[config.mk]
export PLATFORM = sky130hd
export DESIGN_NAME = xor_descrambler
export DESIGN_NICKNAME = d
export VERILOG_FILES = /design/src/rtl/xor_descrambler.sv
export SDC_FILE = /design/constraint.sdc
export NUM_CORES = 1
export LEC_CHECK = 0
export ABC_AREA = 1
export BUFFER_PORTS_ARGS = -buffer_cell sky130_fd_sc_hd__buf_2
export CAP_MARGIN = 20
export CELL_PAD_IN_SITES_DETAIL_PLACEMENT = 0
export CELL_PAD_IN_SITES_GLOBAL_PLACEMENT = 1
export CORE_ASPECT_RATIO = 0.5
export CORE_MARGIN = 3
export CORE_UTILIZATION = 36
export CTS_CLUSTER_SIZE = 8
export DETAILED_ROUTE_END_ITERATION = 8
export PLACE_DENSITY_LB_ADDON = 0.1
export SLEW_MARGIN = 20
export SYNTH_ARGS = -nofsm -noshare
export SYNTH_HDL_FRONTEND = slang
export SYNTH_SLANG_ARGS = --single-unit
[constraint.sdc]
create_clock -name clk -period 1.54 [get_ports clk]
set_input_delay 0.154 -clock clk [delete_from_list [all_inputs] [get_ports clk]]
set_output_delay 0.154 -clock clk [all_outputs]
set_load 0.02 [all_outputs]
[src/rtl/xor_descrambler.sv]
// Receive-side XOR descrambler: masks each accepted beat with N keystream bits from a 16-bit Fibonacci LFSR.
// Optional XOR_DESCR_CNT_EN adds a beat_cnt output counting accepts since the last seed_load or reset.
module xor_descrambler #(
   parameter int unsigned N        = 4,
   parameter logic [15:0] DEF_SEED = 16'hACE1
) (
   input  logic         clk,
   input  logic         rstn,
   input  logic         seed_load,
   input  logic [15:0]  seed,
   input  logic         in_valid,
   output logic         in_ready,
   input  logic [N-1:0] in_data,
   output logic         out_valid,
   input  logic         out_ready,
   output logic [N-1:0] out_data,
`ifdef XOR_DESCR_CNT_EN
   output logic [15:0]  beat_cnt,
`endif
   output logic         locked
);

   typedef enum logic {
      IDLE,
      RUN
   } state_t;

   state_t      state;
   state_t      state_next;
   logic [15:0] lfsr;
   logic [15:0] lfsr_adv;
   logic [15:0] seed_val;
   logic [N-1:0] key;
   logic        accept;

   always_ff @(posedge clk) begin
      if (!rstn) begin
         state <= IDLE;
      end else begin
         state <= state_next;
      end
   end

   always_comb begin
      state_next = state;
      case (state)
         IDLE:    if (seed_load) state_next = RUN;
         RUN:     state_next = RUN;
         default: state_next = IDLE;
      endcase
   end

   assign locked   = (state == RUN);
   // seed_load wins over a same-cycle beat so no data is masked with the stale keystream
   assign in_ready = locked && (!out_valid || out_ready) && !seed_load;
   assign accept   = in_valid && in_ready;
   assign seed_val = (seed == '0) ? DEF_SEED : seed;

   // Keystream bit i is the feedback produced on step i of this beat
   always_comb begin : keystream
      logic fb;
      lfsr_adv = lfsr;
      key      = '0;
      fb       = 1'b0;
      for (int unsigned i = 0; i < N; i++) begin
         fb       = lfsr_adv[15] ^ lfsr_adv[13] ^ lfsr_adv[12] ^ lfsr_adv[10];
         key[i]   = fb;
         lfsr_adv = {lfsr_adv[14:0], fb};
      end
   end

   always_ff @(posedge clk) begin
      if (!rstn) begin
         lfsr      <= '0;
         out_valid <= 1'b0;
         out_data  <= '0;
      end else begin
         if (seed_load) begin
            lfsr <= seed_val;
         end else if (accept) begin
            lfsr <= lfsr_adv;
         end

         if (accept) begin
            out_data  <= in_data ^ key;
            out_valid <= 1'b1;
         end else if (out_valid && out_ready) begin
            out_valid <= 1'b0;
         end
      end
   end

`ifdef XOR_DESCR_CNT_EN
   always_ff @(posedge clk) begin
      if (!rstn || seed_load) begin
         beat_cnt <= '0;
      end else if (accept) begin
         beat_cnt <= beat_cnt + 16'd1;
      end
   end
`endif

endmodule

==> results.yml <==
run_status:
  outcome: "finished, final reports clean"
power_and_ir_drop:
  pwr-share-seq_pct: 41.6
  power_density_nw_per_um2: 916.9
  p_clk_share_pct: 35.0
  intPower_mw: 1.104
  combPwrFrac_pct: 23.4
  peakVddDrop_mv: 0.3008
  swShare_pct: 29.60
  total_power_mw: 1.568
  net-switching-power_mw: 0.4643
  power_leakage_nw: 0.9160
worst_setup_path:
  critical-path-top-delay-family: "simple AND/OR/NAND/NOR gates"
  end_kind: "flip-flop"
  path_buf_inv: 1
  arrival_ns: 1.44
  cpMaxStageDelayCell: "dfxtp_1"
  path_class: "flip-flop to flip-flop"
  crit_fanout: 26
  cp-start-kind: "flip-flop"
  cp_slowest_stage_delay_ns: 0.31
  r2r_setup_slack_ns: 0.30
  required_ns: 1.74
  crit_chain: "nand2_1 -> nand4_4 -> nand2_2 -> buf_12 -> o21ai_0 -> a21oi_1"
run:
  cap_viol_max_count: 0
synthesis:
  yosysWarnings: 0
  syn-cell-area_sq_um: 1430
  yosys.area.top_type: "dfxtp_1"
  synth_ff_type: "dfxtp_1"
  yosysSeqAreaShare_pct: 30.80
  yosysMostFrequentCell: "nand2_1"
  netlist_top_cells_count: "nand2_1 (89), nor2_1 (26), inv_1 (24)"
  synth_cell_types: 21
  async_flop_share_pct: 0
  synth_area_leaders: "dfxtp_1 (31%), nand2_1 (23%), nor2_1 (6.8%)"
  synth.top_cell.area_share_pct: 30.80
  syn_nets: 261
  ys_seq_elements: 22
  avgSynthCellArea_sq_um: 6.060
  synth-edff-count: 0
  synth_cells: 236
sta:
  finalClockSkew_ns: 0.003149
  rsz0062_at_grt: "no"
  min_period_over_period_pct: 80.30
  worst_slew_pin_slew_ns: 0.4692
  post-route-min-period_ns: 1.237
  hold_viol: 0
  setup_tns_ns: 0
  fmax_mhz: 808.7
  setup_viol: 0
  slew_viol_final: 0
  slew_headroom_pct: 68.72
global_routing:
  antenna_found_initial: 0
  grt_first_pass_wirelength_um: 6003
  grt.overflow.total: 0
  grt_max_degree: 27
  grt_use_total_pct: 16.25
  grt_pass1_vias: 1304
floorplanning:
  die_w_um: 95.14
  ios: 32
  rows: 15
  start_util_pct: 39.48
  die_h_um: 50.57
  coreArea_sq_um: 3622
  die_area_sq_um: 4811
routing:
  first_pass_iters: 4
  drt_iter0_drc: 69
  wl_um: 3624
  drt.antenna.violating_nets: 0
  vias: 1409
  drc: 0
  vias_per_cell: 4.445
  wl_per_cell_um: 11.43
cts:
  cts_hold_buf: 0
  clk_path_buf_depth: 2
  cts_tree: "yes"
  cts.sinks: 22
  clk_pin_slew_worst_paths_ns: 0.09
  cts_resized: 0
  cts_buffers: 3
  ctsHtreeMaxLevel: 1
  cts_root_buf: "clkbuf_8"
  cts_setup_buffers: 0
  insertion_delay_ns: 0.27
cells_and_area:
  area_growth_syn_to_layout_pct: 19.60
  nets: 292
  antenna_cells: 0
  layout-drive-gt1-share_pct: 23.68
place:
  port_buffers: 31
  gp_congestion: 0.7603
  dpl.hpwl_um: 2743
hold_path:
  hold_path.class: "input pin to flip-flop"
-- through the flow --
step	instance area [sq um]	utilization, %	std cells	worst slack, ns	hold WS (ns)
2_1_floorplan	1430	-	236	0.2972	0.3048
3_3_place_gp	1639	45.25	313	0.2809	0.4284
3_5_place_dp	1639	45.25	313	0.2825	0.4349
4_1_cts	1710	47.22	317	0.3070	0.1437
5_1_grt	1710	47.22	317	0.1285	0.1550
6_report	1710	47.22	317	0.3034	0.1510
-- metal layers --
metal	share of wire [%]	track usage [%]
met5	0	0
met2	40	24.33
met4	0	1.435
met1	52	23.72
met3	7.9	4.641
-- power by group through the flow --
| stage | registers [mW] | clock network [mW] | logic [mW] |
|---|---|---|---|
| after floorplan | 0.663 | 0 | 0.259 |
| after global routing | 0.660 | 0.588 | 0.427 |
| after global placement | 0.666 | 0 | 0.366 |
| after CTS | 0.652 | 0.566 | 0.371 |
| after detailed placement | 0.666 | 0 | 0.369 |
| final | 0.652 | 0.549 | 0.367 |
-- layout make-up --
cell class	instances	area, sq um
clock inverters	1	30.03
clock buffers	3	41.29
well taps	51	63.81
multi-input cells	174	822.0
flip-flops and latches	22	440.4
fillers	403	1912
inverters	32	122.6
repair buffers	34	190.2
-- worst paths after layout --
check | from | end | cells past startpoint
hold / removal | seed[4] | lfsr[4]$_SDFFE_PN0P_ | 3
setup / recovery | out_valid$_SDFFE_PN0P_ | lfsr[10]$_SDFFE_PN0P_ | 6
setup reg to reg | out_valid$_SDFFE_PN0P_ | lfsr[10]$_SDFFE_PN0P_ | 6
hold reg to reg | lfsr[6]$_SDFFE_PN0P_ | lfsr[6]$_SDFFE_PN0P_ | 2
-- registers in the layout (all words and copies together), names as in the netlist --
register,cells
out_data,4
lfsr,16
locked,1
out_valid,1
-- tightest hold or removal path, delay by kind of cell --
family                 cells  cell delay, ns
AO/OA/AOI/OAI              1            0.05
AND/OR/NAND/NOR            1            0.07
buffers and inverters      1            0.11
-- cells in the final DEF (no fill, tap or decap), drive strengths merged --
cell / instances
nand2: 90
buf: 34
inv: 32
nor2: 26
dfxtp: 22
nand3: 16
o21ai: 16
a21oi: 16
o21a: 4
xnor2: 3
clkbuf: 3
nand4: 1
nand3b: 1
or2: 1
bufinv: 1
-- kinds of logic (layout without fill, tap and decap cells) --
family | count (synthesis) | count (layout) | synth area share, %
AO/OA/AOI/OAI | 36 | 36 | 16.97
buffers and inverters | 40 | 70 | 11.72
flip-flops | 22 | 22 | 30.80
AND/OR/NAND/NOR | 135 | 135 | 38.67
XOR/XNOR | 3 | 3 | 1.838
(Power assumes the default switching activity.)
